`src/rtl/uart_pkg.sv`:
```
// Shared UART definitions: receiver FSM states, oversampling default and parity-mode encoding.
package uart_pkg;

  localparam int unsigned OVERSAMPLE_DEFAULT = 16;

  // Parity-mode encoding shared with the APB UART transmitter.
  localparam logic PARITY_ODD  = 1'b0;
  localparam logic PARITY_EVEN = 1'b1;

  typedef enum logic [2:0] {
    IDLE   = 3'd0,
    START  = 3'd1,
    DATA   = 3'd2,
    PARITY = 3'd3,
    STOP1  = 3'd4,
    STOP2  = 3'd5
  } rx_state_e;

  // Data-bit counts outside 5..8 fall back to 8.
  function automatic logic [3:0] eff_data_bits(input logic [3:0] db);
    return ((db >= 4'd5) && (db <= 4'd8)) ? db : 4'd8;
  endfunction

endpackage

```
`src/rtl/uart_baud_tick.sv`:
```
// Divisor counter producing sample ticks plus a sample-within-bit counter.
module uart_baud_tick #(
  parameter int unsigned OVERSAMPLE = 16,
  parameter int unsigned CD_W       = 16
) (
  input  logic            clk,
  input  logic            rst,
  input  logic            en,
  input  logic            clr,
  input  logic [CD_W-1:0] cd,
  output logic            tick_c,
  output logic            mid_c,
  output logic            wrap_c
);

  localparam int unsigned SAMP_W = (OVERSAMPLE > 1) ? $clog2(OVERSAMPLE) : 1;
  localparam logic [SAMP_W-1:0] SAMP_MID  = SAMP_W'(OVERSAMPLE / 2 - 1);
  localparam logic [SAMP_W-1:0] SAMP_LAST = SAMP_W'(OVERSAMPLE - 1);

  logic [CD_W-1:0]   div_cnt;
  logic [CD_W-1:0]   div_max;
  logic [SAMP_W-1:0] samp_cnt;

  // A divisor of 0 behaves like 1.
  assign div_max = (cd == '0) ? '0 : cd - CD_W'(1);
  assign tick_c  = en & (div_cnt == div_max);
  assign mid_c   = (samp_cnt == SAMP_MID);
  assign wrap_c  = (samp_cnt == SAMP_LAST);

  always_ff @(posedge clk or posedge rst) begin
    if (rst) begin
      div_cnt  <= '0;
      samp_cnt <= '0;
    end else if (clr) begin
      div_cnt  <= '0;
      samp_cnt <= '0;
    end else if (en) begin
      if (div_cnt == div_max) begin
        div_cnt  <= '0;
        samp_cnt <= wrap_c ? '0 : samp_cnt + SAMP_W'(1);
      end else begin
        div_cnt <= div_cnt + CD_W'(1);
      end
    end
  end

endmodule

```
`src/rtl/uart_rx_deframer.sv`:
```
// 16x-oversampling UART receiver: deframes bytes, checks parity/stop bits and
// delivers them over valid/ready with sticky error flags.
module uart_rx_deframer
  import uart_pkg::*;
#(
  parameter int unsigned OVERSAMPLE = OVERSAMPLE_DEFAULT,
  parameter int unsigned CD_W       = 16
) (
  input  logic            PCLK,
  input  logic            PRESET,
  input  logic [CD_W-1:0] cd_i,
  input  logic [3:0]      data_bits_i,
  input  logic            parity_en_i,
  input  logic            parity_even_i,
  input  logic            stop_bit_twice_i,
  input  logic            rxd_i,
  output logic [7:0]      data_o,
  output logic            valid_o,
  input  logic            ready_i,
  output logic            parity_err_o,
  output logic            frame_err_o,
  output logic            overrun_o,
  input  logic            err_clr_i,
  output logic            busy_o
);

  logic            sync1, rx_s, rx_q;
  rx_state_e       state_q, state_d;
  logic [CD_W-1:0] cd_q;
  logic [3:0]      nbits_q;
  logic            par_en_q, par_even_q, stop2_q;
  logic [7:0]      shreg;
  logic [2:0]      idx;
  logic            par_acc, pend_par, pend_frm, done_q;
  logic            tick_c, mid_c, wrap_c;
  logic            mid_evt_c, wrap_evt_c, start_c, done_c, last_bit_c;

  // Two-flop synchronizer plus previous-sample flop for edge detection.
  always_ff @(posedge PCLK or posedge PRESET) begin
    if (PRESET) begin
      sync1 <= 1'b1;
      rx_s  <= 1'b1;
      rx_q  <= 1'b1;
    end else begin
      sync1 <= rxd_i;
      rx_s  <= sync1;
      rx_q  <= rx_s;
    end
  end

  uart_baud_tick #(
    .OVERSAMPLE (OVERSAMPLE),
    .CD_W       (CD_W)
  ) u_baud_tick (
    .clk    (PCLK),
    .rst    (PRESET),
    .en     (busy_o),
    .clr    (start_c),
    .cd     (cd_q),
    .tick_c (tick_c),
    .mid_c  (mid_c),
    .wrap_c (wrap_c)
  );

  assign mid_evt_c  = tick_c & mid_c;
  assign wrap_evt_c = tick_c & wrap_c;
  assign last_bit_c = ({1'b0, idx} == (nbits_q - 4'd1));

  always_ff @(posedge PCLK or posedge PRESET) begin
    if (PRESET) state_q <= IDLE;
    else        state_q <= state_d;
  end

  always_comb begin
    state_d = state_q;
    start_c = 1'b0;
    done_c  = 1'b0;
    case (state_q)
      IDLE: if (rx_q && !rx_s) begin
        state_d = START;
        start_c = 1'b1;
      end
      START: begin
        if (mid_evt_c && rx_s) state_d = IDLE;
        else if (wrap_evt_c)   state_d = DATA;
      end
      DATA: if (wrap_evt_c && last_bit_c) state_d = par_en_q ? PARITY : STOP1;
      PARITY: if (wrap_evt_c) state_d = STOP1;
      STOP1: begin
        if (stop2_q) begin
          if (wrap_evt_c) state_d = STOP2;
        end else if (mid_evt_c) begin
          state_d = IDLE;
          done_c  = 1'b1;
        end
      end
      STOP2: if (mid_evt_c) begin
        state_d = IDLE;
        done_c  = 1'b1;
      end
      default: state_d = IDLE;
    endcase
  end

  // Configuration latch, shift register, running parity and pending error flags.
  always_ff @(posedge PCLK or posedge PRESET) begin
    if (PRESET) begin
      cd_q       <= '0;
      nbits_q    <= 4'd8;
      par_en_q   <= 1'b0;
      par_even_q <= 1'b0;
      stop2_q    <= 1'b0;
      shreg      <= '0;
      idx        <= '0;
      par_acc    <= 1'b0;
      pend_par   <= 1'b0;
      pend_frm   <= 1'b0;
      done_q     <= 1'b0;
    end else begin
      done_q <= done_c;
      if (start_c) begin
        cd_q       <= cd_i;
        nbits_q    <= eff_data_bits(data_bits_i);
        par_en_q   <= parity_en_i;
        par_even_q <= parity_even_i;
        stop2_q    <= stop_bit_twice_i;
        shreg      <= '0;
        idx        <= '0;
        par_acc    <= 1'b0;
        pend_par   <= 1'b0;
        pend_frm   <= 1'b0;
      end else begin
        case (state_q)
          DATA: begin
            if (mid_evt_c) begin
              shreg[idx] <= rx_s;
              par_acc    <= par_acc ^ rx_s;
            end
            if (wrap_evt_c && !last_bit_c) idx <= idx + 3'd1;
          end
          PARITY: if (mid_evt_c)
            pend_par <= (par_even_q == PARITY_EVEN) ? (par_acc ^ rx_s) : ~(par_acc ^ rx_s);
          STOP1, STOP2: if (mid_evt_c && !rx_s) pend_frm <= 1'b1;
          default: ;
        endcase
      end
    end
  end

  // Delivery, handshake and sticky flags; a new error beats a coincident clear.
  always_ff @(posedge PCLK or posedge PRESET) begin
    if (PRESET) begin
      data_o       <= '0;
      valid_o      <= 1'b0;
      parity_err_o <= 1'b0;
      frame_err_o  <= 1'b0;
      overrun_o    <= 1'b0;
      busy_o       <= 1'b0;
    end else begin
      busy_o <= (state_d != IDLE);
      if (done_q && (!valid_o || ready_i)) begin
        data_o  <= shreg;
        valid_o <= 1'b1;
      end else if (valid_o && ready_i) begin
        valid_o <= 1'b0;
      end
      overrun_o    <= (overrun_o & ~err_clr_i) | (done_q & valid_o & ~ready_i);
      parity_err_o <= (parity_err_o & ~err_clr_i) | (done_q & pend_par);
      frame_err_o  <= (frame_err_o & ~err_clr_i) | (done_q & pend_frm);
    end
  end

endmodule

```
`config.mk`:
```
export PLATFORM = sky130hd
export DESIGN_NAME = uart_rx_deframer
export DESIGN_NICKNAME = d
export VERILOG_FILES = /design/src/rtl/uart_pkg.sv /design/src/rtl/uart_baud_tick.sv /design/src/rtl/uart_rx_deframer.sv
export SDC_FILE = /design/constraint.sdc
export NUM_CORES = 1
export LEC_CHECK = 0
export BUFFER_PORTS_ARGS = -buffer_cell sky130_fd_sc_hd__clkbuf_2
export CAP_MARGIN = 20
export CORE_UTILIZATION = 60
export DETAILED_ROUTE_END_ITERATION = 16
export PLACE_DENSITY = 0.8
export SLEW_MARGIN = 20
export SYNTH_ARGS = -nofsm -noshare
export SYNTH_HDL_FRONTEND = slang
export SYNTH_HIERARCHICAL = 1
export SYNTH_SLANG_ARGS = --single-unit
```
`constraint.sdc`:
```
create_clock -name PCLK -period 5 [get_ports PCLK]
set_clock_uncertainty 0.1 [all_clocks]
set_input_delay 0.5 -clock PCLK [delete_from_list [all_inputs] [get_ports PCLK]]
set_output_delay 0.5 -clock PCLK [all_outputs]
set_load 0.03 [all_outputs]
```
==> results of run 1 <==
## sequential cells by signal (all words and copies together), names as in the netlist, 3 cells and up
signal / count
u_baud_tick/samp_cnt: 4
u_baud_tick/div_cnt: 16
shreg: 8
data_o: 8
cd_q: 16
state_q: 3
idx: 3
nbits_q: 4
## routing by layer
| metal | part of all wire [%] | up-vias |
|---|---|---|
| li1 | - | 1855 |
| met1 | 48 | 1831 |
| met2 | 46 | 128 |
| met3 | 5.1 | 8 |
| met4 | 0.91 | 0 |
| met5 | 0 | - |
## Yosys cell counts (5+ instances only)
cell type / number / share of area [%]
ha_1: 5 / 1.4
a21oi_1: 8 / 0.89
nand2_1: 105 / 8.8
o211ai_1: 8 / 1.3
xor2_1: 17 / 3.3
mux2_2: 8 / 2.0
inv_1: 18 / 1.5
mux2i_1: 11 / 2.5
and3_1: 5 / 0.70
nor3_1: 7 / 0.78
nand2b_1: 7 / 0.98
nor4_1: 6 / 0.84
nor2b_1: 10 / 1.4
nand3_1: 20 / 2.2
a211o_1: 6 / 1.2
or3_1: 5 / 0.70
clkbuf_1: 8 / 0.67
xnor2_1: 17 / 3.3
buf_2: 5 / 0.56
dfrtp_1: 73 / 41
o21ai_0: 14 / 1.6
nor2_1: 46 / 3.9
nand4_1: 13 / 1.8
## power groups by stage
stage	registers, µW	clock network [µW]	logic [µW]
2_1_floorplan	846	0	585
3_3_place_gp	910	0	677
3_5_place_dp	921	0	691
4_1_cts	909	528	700
5_1_grt	932	556	794
6_report	914	523	708
## worst register-to-register path, stage by stage, from the launching register on
cell and delay (ns):
dfrtp_1 0.47, or4_1 0.71, or3_1 0.44, o31a_1 0.31, o21ai_0 0.15, nand2_1 0.06, or3b_2 0.46, nor4bb_1 0.29
buf_4 0.18, nand2_1 0.11, o311ai_0 0.33, o211ai_1 0.19, or4_1 0.49
## stage by stage
step | total power (µW) | worst slack [ns] | hold slack [ns]
floorplan | 1430 | 0.700 | 0.245
global placement | 1590 | 0.726 | 0.247
detailed placement | 1610 | 0.655 | 0.247
CTS | 2140 | 0.631 | 0.113
global route | 2280 | 0.427 | 0.103
finish | 2150 | 0.599 | 0.119
## kinds of logic after synthesis
family                     Yosys count
AOI/OAI and AO/OA                   77
xor gates and xnor gates            34
adders and majority gates            5
buffers and inverters               37
DFF                                 77
muxes                               19
and+or+nand+nor                    256
## worst paths after layout
check | startpoint | endpoint | cells after the start
worst max-delay path | cd_q[0] | busy_o | 12
worst min-delay path | rxd_i | sync1 | 1
worst max register to register | cd_q[0] | busy_o | 12
worst min register to register | sync1 | rx_s | 0
max in group asynchronous | PRESET | cd_q[13] | 3
min in group asynchronous | PRESET | u_baud_tick/samp_cnt[2] | 2
## cell type report
cell class / instances / area, µm² / share of cell area (%)
clock buffer: 9 / 124 / 2.48
clock inverter: 7 / 97.6 / 1.95
inverter: 20 / 75.1 / 1.50
multi-input combinational: 391 / 2390 / 47.8
sequential: 77 / 1930 / 38.6
tap: 99 / 124 / 2.48
timing repair buffer: 48 / 260 / 5.20
==> impl_metrics.json, run 1 <==
{
  "status": "finished, final reports clean",
  "path_cells": "or4_1, or3_1, o31a_1, o21ai_0, nand2_1, or3b_2, nor4bb_1, buf_4, nand2_1, o311ai_0, o211ai_1, or4_1",
  "synth-seq-cells": 77,
  "synthAdderAreaFrac_pct": 1.40,
  "startpoint_type": "flip-flop",
  "drv_cap": 0,
  "crit_buf_inv": 1,
  "gp_congestion": 0.935,
  "grtUsageMet1_pct": 38.6,
  "core_area_um2": 7250,
  "critPathArrivalTime_ns": 4.53,
  "ys_seq_area_share_pct": 43.1,
  "routedWlPerCell_um": 15.1,
  "busiest_layer": "met2",
  "cts.path.max_buffers": 2,
  "h-tree-depth": 3,
  "final_nets": 580,
  "swShare_pct": 38.0,
  "hp-class": "input port to flip-flop",
  "cts_hold_buf": 0,
  "ant_nets": 0,
  "syn-instance-count": 505,
  "grt_overflow": 0,
  "drt-total-wl_um": 9820,
  "dr.pass1.iters": 5,
  "clock.fmax_ghz": 0.227,
  "rows": 31,
  "synth-edff-count": 0,
  "cp_slowest_cell": "or4_1",
  "drc": 0,
  "postCtsSetupRepairBufs": 0,
  "ys.flop_type": "dfrtp_1",
  "p_int_uw": 1330,
  "clk_pin_slew_worst_paths_ns": 0.08,
  "crit_family": "simple AND/OR/NAND/NOR gates",
  "ir_worst_vdd_uv": 297,
  "synth_area_per_cell_um2": 8.88,
  "synth-simple-area-share_pct": 28.3,
  "r2r_setup_slack_ns": 0.60,
  "use_met2_pct": 42.7,
  "grt_setup_unrepaired": "false",
  "grtUsageTotal_pct": 27.4,
  "syn-num-nets": 538,
  "die-area_um2": 7820,
  "p_leak_uw": 0.00238,
  "portBuffers": 40,
  "use_met3_pct": 6.06,
  "crit_path_max_incr_delay_ns": 0.71,
  "fp.dieH_um": 88.5,
  "final_cell_mix": "nand2_1 (105), dfrtp_1 (73), nor2_1 (46), clkbuf_2 (40), nand3_1 (20)",
  "synth_compound_area_share_pct": 12.5,
  "cts_tree": "done",
  "cellPowerDensity_nw_per_um2": 429,
  "synthMuxAreaShare_pct": 4.46,
  "syn_area_um2": 4480,
  "area_growth_pct": 11.6,
  "numCtsBuffers": 9,
  "fin_util_pct": 69.0,
  "min_period_ns": 4.40,
  "hold_viol_final": 0,
  "die_w_um": 88.5,
  "grt_antenna_before_repair": 0,
  "p_comb_share_pct": 33.0,
  "final_area_um2": 5000,
  "slew_headroom_pct": 50.6,
  "end_kind": "flip-flop",
  "clock_latency_ns": 0.35,
  "ys_types": 69,
  "start_util_pct": 61.8,
  "fin_crit_sh_pct": 88.0,
  "dp_hpwl_um": 7240,
  "cts.sinks": 77,
  "diodes": 0,
  "root_buffer": "clkbuf_8",
  "drtIter0Drc": 375,
  "setup_tns_ns": 0,
  "tightest_slew_ns": 0.740,
  "final_common_cell": "nand2_1",
  "vias": 3822,
  "seq_power_share_pct": 42.6,
  "p_switching_uw": 816,
  "first_global_vias": 3505,
  "place_area_um2": 4780,
  "yosysWarnings": 6,
  "synth_xor_area_share_pct": 6.64,
  "final_cells": 651,
  "worstSetupPathType": "flip-flop to flip-flop",
  "dp_cells": 635,
  "grt_first_pass_wirelength_um": 16400,
  "setup_viol": 0,
  "pin_count": 41,
  "fillers": 588,
  "via_per_inst": 5.87,
  "cts_resized": 0,
  "crit_fanout": 8,
  "clkPwrFrac_pct": 24.4,
  "drive_gt1_share_pct": 17.0,
  "grt_start_max_net_pins": 58,
  "crit_required_ns": 5.13,
  "synth_top_family_by_area": "simple AND/OR/NAND/NOR gates",
  "ys_async_sr_fraction_pct": 100,
  "finalMaxSlewViolations": 0
}
(Power assumes the default switching activity.)
==> inputs of run 2 (changes only) <==
--- a/config.mk
+++ b/config.mk
@@ -7,7 +7,9 @@
 export LEC_CHECK = 0
 export BUFFER_PORTS_ARGS = -buffer_cell sky130_fd_sc_hd__clkbuf_2
 export CAP_MARGIN = 20
+export CORE_ASPECT_RATIO = 0.7
 export CORE_UTILIZATION = 60
+export CTS_CLUSTER_DIAMETER = 30
 export DETAILED_ROUTE_END_ITERATION = 16
 export PLACE_DENSITY = 0.8
 export SLEW_MARGIN = 20
==> run 2 against run 1 <==
Count of clock-buffer cells in the layout up 2. Sequential cell count unchanged. Die area about the same. First-iteration DRC count down 4.0%. Register-to-register slack worse by 0.02 ns. Sequential share of layout area up 0.54 points. Routed wire length up 8.3%. Worst hold slack worse by 0.0037 ns. Maximum frequency down 0.44%. Sequential power up 0.8%. Via count up 0.71%. Global-route usage up 1.8 points. Critical path type unchanged. Highest routed layer unchanged.
==> impl_metrics.json, run 2 (synthesis gave the netlist of run 1 again) <==
{
  "p_int_uw": 1230,
  "final_cells": 646,
  "p_switching_uw": 831,
  "first_global_vias": 3398,
  "h-tree-depth": 3,
  "fin_crit_sh_pct": 88.4,
  "ir_worst_vdd_uv": 391,
  "gp_congestion": 0.907,
  "portBuffers": 40,
  "area_growth_pct": 10.0,
  "rows": 25,
  "critPathArrivalTime_ns": 4.55,
  "worstSetupPathType": "flip-flop to flip-flop",
  "finalMaxSlewViolations": 0,
  "cts_hold_buf": 0,
  "via_per_inst": 5.96,
  "hold_viol_final": 0,
  "seq_area_um2": 1930,
  "startpoint_type": "flip-flop",
  "grt_setup_unrepaired": "false",
  "core_area_um2": 6980,
  "wl_met1_um": 5330,
  "swShare_pct": 40.4,
  "dp_cells": 630,
  "fillers": 536,
  "routedWlPerCell_um": 16.5,
  "wl_met2_um": 4310,
  "tightest_slew_ns": 0.742,
  "seq_power_share_pct": 44.8,
  "grt_overflow": 0,
  "cts_resized": 0,
  "cts.path.max_buffers": 2,
  "die-area_um2": 7830,
  "cellPowerDensity_nw_per_um2": 417,
  "slew_headroom_pct": 50.5,
  "met3_length_um": 857,
  "drtIter0Drc": 360,
  "dr.pass1.iters": 5,
  "multiInputGateArea_um2": 2390,
  "min_from": "rxd_i",
  "final_nets": 580,
  "reg_top3": "cd_q: 16 flops, u_baud_tick/div_cnt: 16 flops",
  "clock_latency_ns": 0.36,
  "pin_count": 41,
  "ant_nets": 0,
  "p_total_uw": 2060,
  "grtUsageTotal_pct": 29.2,
  "drt-total-wl_um": 10600,
  "die_w_um": 105,
  "top_layer": "met4",
  "numCtsBuffers": 9,
  "fin_ws_ns": 0.579,
  "clkPwrFrac_pct": 19.6,
  "grt_start_max_net_pins": 58,
  "dp_slack_ns": 0.643,
  "clock.fmax_ghz": 0.226,
  "startpoint": "cd_q[0]",
  "end_kind": "flip-flop",
  "rr_worst_depth": 12,
  "final_common_cell": "nand2_1",
  "hp-class": "input port to flip-flop",
  "drive_gt1_share_pct": 16.7,
  "r2r_start": "cd_q[0]",
  "grt_antenna_before_repair": 0,
  "min_period_ns": 4.42,
  "setup_tns_ns": 0,
  "dp_hpwl_um": 7920,
  "postCtsSetupRepairBufs": 0,
  "diodes": 0,
  "fp.dieH_um": 74.3,
  "p_leak_uw": 0.00236,
  "crit_fanout": 8,
  "setup_viol": 0,
  "root_buffer": "clkbuf_8",
  "clk_pin_slew_worst_paths_ns": 0.08,
  "drc": 0,
  "final_cell_mix": "nand2_1 (105), dfrtp_1 (73), nor2_1 (46), clkbuf_2 (40), nand3_1 (20)",
  "cts_tree": "done",
  "crit_required_ns": 5.13,
  "drv_cap": 0,
  "status": "finished, final reports clean",
  "grt_first_pass_wirelength_um": 17300,
  "p_comb_share_pct": 35.6,
  "cts.sinks": 77,
  "vias": 3849,
  "start_util_pct": 64.3,
  "worstHoldPathCells": 1
}
run 2: changes by cell type in the layout (fill, tap and decap cells not counted), sizes merged:
cell,before,now
clkinv,2,5
bufinv,2,0
clkbuf,49,51
inv,21,19
clkinvlp,2,1
run 2: critical path, cell delays in order (launching register included):
cell and delay [ns]:
dfrtp_1 0.46, or4_1 0.71, or3_1 0.44, o31a_1 0.31
o21ai_0 0.15, nand2_1 0.07, or3b_2 0.45, nor4bb_1 0.29
buf_4 0.19, nand2_1 0.12, o311ai_0 0.32, o211ai_1 0.17
or4_1 0.51
run 2: final timing paths:
check / slack [ns] / end
worst min-delay path: 0.12 / sync1
worst max register to register: 0.58 / busy_o
worst min register to register: 0.27 / rx_s
max in group asynchronous: 4.08 / cd_q[11]
min in group asynchronous: 0.17 / u_baud_tick/div_cnt[4]
worst max-delay path: 0.58 / busy_o
run 2: final cells by class:
| class | instances | area share, % |
|---|---|---|
| Clock inverter | 5 | 0.558 |
| Multi-Input combinational cell | 391 | 48.5 |
| Clock buffer | 11 | 2.66 |
| Inverter | 20 | 1.52 |
| Timing Repair Buffer | 48 | 5.27 |
| Sequential cell | 77 | 39.1 |
| Tap cell | 94 | 2.38 |
run 2: through the flow:
stage,cell area [µm²],utilization (%),hold WS [ns]
floorplan,4480,-,0.245
global placement,4780,68.5,0.246
detailed placement,4780,68.5,0.254
global route,4930,70.7,0.104
finish,4930,70.7,0.115
CTS,4930,70.7,0.107
run 2: per-layer routing:
metal / global-route usage, % / up-vias
met3: 7.62 / 12
met2: 41.0 / 154
met1: 44.4 / 1834
li1: - / 1849
met4: 7.98 / 0
met5: 0 / -
run 2: power by group through the flow:
stage | clock (µW) | sequential [µW] | combinational (µW)
floorplan | 0 | 846 | 585
global placement | 0 | 914 | 691
detailed placement | 0 | 923 | 712
CTS | 410 | 912 | 717
global route | 436 | 940 | 800
finish | 403 | 921 | 731
==> inputs of run 3 (changes only) <==
--- a/config.mk
+++ b/config.mk
@@ -8,6 +8,7 @@
 export BUFFER_PORTS_ARGS = -buffer_cell sky130_fd_sc_hd__clkbuf_2
 export CAP_MARGIN = 20
 export CORE_ASPECT_RATIO = 0.7
+export CORE_MARGIN = 2
 export CORE_UTILIZATION = 60
 export CTS_CLUSTER_DIAMETER = 30
 export DETAILED_ROUTE_END_ITERATION = 16
==> run 3 against run 2 <==
Setup slack got worse by 0.062 ns. Routed wire length hardly changed. Final area rose by 0.86%. Clock power grew 20%. Total power is 3.2% higher. Utilization decreased by 2.1 points. Via count up 1.0%. Highest routed layer unchanged.
==> impl_metrics.json, run 3 (synthesis gave the netlist of run 1 again) <==
{
  "status": "finished, final reports clean",
  "grt_setup_unrepaired": "false",
  "cellPowerDensity_nw_per_um2": 426,
  "hold_viol_final": 0,
  "multiInputGateArea_um2": 2390,
  "clk_pin_slew_worst_paths_ns": 0.09,
  "slew_headroom_pct": 33.8,
  "cts_tree": "done",
  "h-tree-depth": 3,
  "core_area_um2": 7250,
  "cts_hold_buf": 0,
  "crit_required_ns": 5.12,
  "fin_crit_sh_pct": 89.6,
  "diodes": 0,
  "clock_latency_ns": 0.35,
  "cts.sinks": 77,
  "clock.fmax_ghz": 0.223,
  "dr.pass1.iters": 5,
  "dp_hpwl_um": 7890,
  "drive_gt1_share_pct": 16.9,
  "final_area_um2": 4980,
  "grtUsageTotal_pct": 27.8,
  "postCtsSetupRepairBufs": 0,
  "grt_antenna_before_repair": 0,
  "final_cell_mix": "nand2_1 (105), dfrtp_1 (73), nor2_1 (46), clkbuf_2 (40), nand3_1 (20)",
  "p_leak_uw": 0.00237,
  "startpoint_type": "flip-flop",
  "gp_congestion": 0.926,
  "seq_area_um2": 1930,
  "finalMaxSlewViolations": 0,
  "tightest_slew_ns": 0.987,
  "drc": 0,
  "rows": 26,
  "vias": 3889,
  "die_w_um": 107,
  "worstSetupPathType": "flip-flop to flip-flop",
  "crit_fanout": 8,
  "min_period_ns": 4.48,
  "ant_nets": 0,
  "setup_tns_ns": 0,
  "fillers": 596,
  "grt_start_max_net_pins": 58,
  "rr_worst_depth": 12,
  "fp.dieH_um": 76.3,
  "grt_overflow": 0,
  "root_buffer": "clkbuf_8",
  "drtIter0Drc": 226,
  "numCtsBuffers": 9,
  "via_per_inst": 5.99,
  "ir_worst_vdd_uv": 291,
  "cts_resized": 0,
  "cts.path.max_buffers": 2,
  "grt_first_pass_wirelength_um": 18000,
  "reg_top3": "cd_q: 16 flops, u_baud_tick/div_cnt: 16 flops",
  "first_global_vias": 3607,
  "hp-class": "input port to flip-flop",
  "end_kind": "flip-flop",
  "portBuffers": 40,
  "die-area_um2": 8190,
  "final_common_cell": "nand2_1",
  "critPathArrivalTime_ns": 4.60,
  "start_util_pct": 61.8,
  "routedWlPerCell_um": 16.4,
  "place_area_um2": 4770,
  "area_growth_pct": 11.0,
  "setup_viol": 0,
  "drv_cap": 0,
  "pin_count": 41,
  "drt-total-wl_um": 10600,
  "worstHoldPathCells": 1,
  "r2r_setup_slack_ns": 0.52,
  "final_nets": 579
}
[run 3: layer usage]
| metal | up-vias | routed length [µm] | track usage (%) | share of wire [%] |
|---|---|---|---|---|
| met5 | - | 0 | 0 | 0 |
| met1 | 1829 | 5060 | 43.1 | 48 |
| met2 | 175 | 4450 | 38.4 | 42 |
| li1 | 1868 | - | - | - |
| met4 | 0 | 129 | 7.82 | 1.2 |
| met3 | 17 | 1000 | 7.10 | 9.4 |
[run 3: per-stage QoR]
step	total power (µW)	utilization, %	cells	worst slack (ns)	hold WS, ns
3_5_place_dp	1630	65.8	633	0.649	0.256
6_report	2120	68.6	649	0.518	0.123
4_1_cts	2110	68.6	649	0.605	0.112
3_3_place_gp	1600	65.8	633	0.753	0.246
5_1_grt	2260	68.6	649	0.316	0.105
2_1_floorplan	1430	-	505	0.700	0.245
[run 3: final timing paths]
| path | startpoint | end |
|---|---|---|
| setup / recovery | cd_q[0] | busy_o |
| min in group asynchronous | PRESET | u_baud_tick/samp_cnt[1] |
| setup reg to reg | cd_q[0] | busy_o |
| hold reg to reg | sync1 | rx_s |
| max in group asynchronous | PRESET | cd_q[9] |
| hold / removal | rxd_i | sync1 |
[run 3: cell type report]
cell class              instances  share of cell area [%]
clock inverters                 7                    1.61
repair buffers                 47                    5.08
flip-flops and latches         77                    38.8
clock buffers                   9                    2.49
inverters                      20                    1.51
well taps                      98                    2.46
multi-input cells             391                    48.0
[run 3: worst max-delay path: stages (launching register included)]
cell      delay (ns)
dfrtp_1         0.46
or4_1           0.71
or3_1           0.44
o31a_1          0.30
o21ai_0         0.17
nand2_1         0.07
or3b_2          0.45
nor4bb_1        0.29
buf_4           0.19
nand2_1         0.12
o311ai_0        0.35
o211ai_1        0.17
or4_1           0.52
[run 3: report_power, final]
group / total [µW] / internal [µW] / leakage (µW) / switching, µW
clock: 484 / 237 / 0.000102 / 246
combinational: 724 / 324 / 0.00125 / 401
sequential: 913 / 723 / 0.00101 / 190
total: 2120 / 1280 / 0.00237 / 837
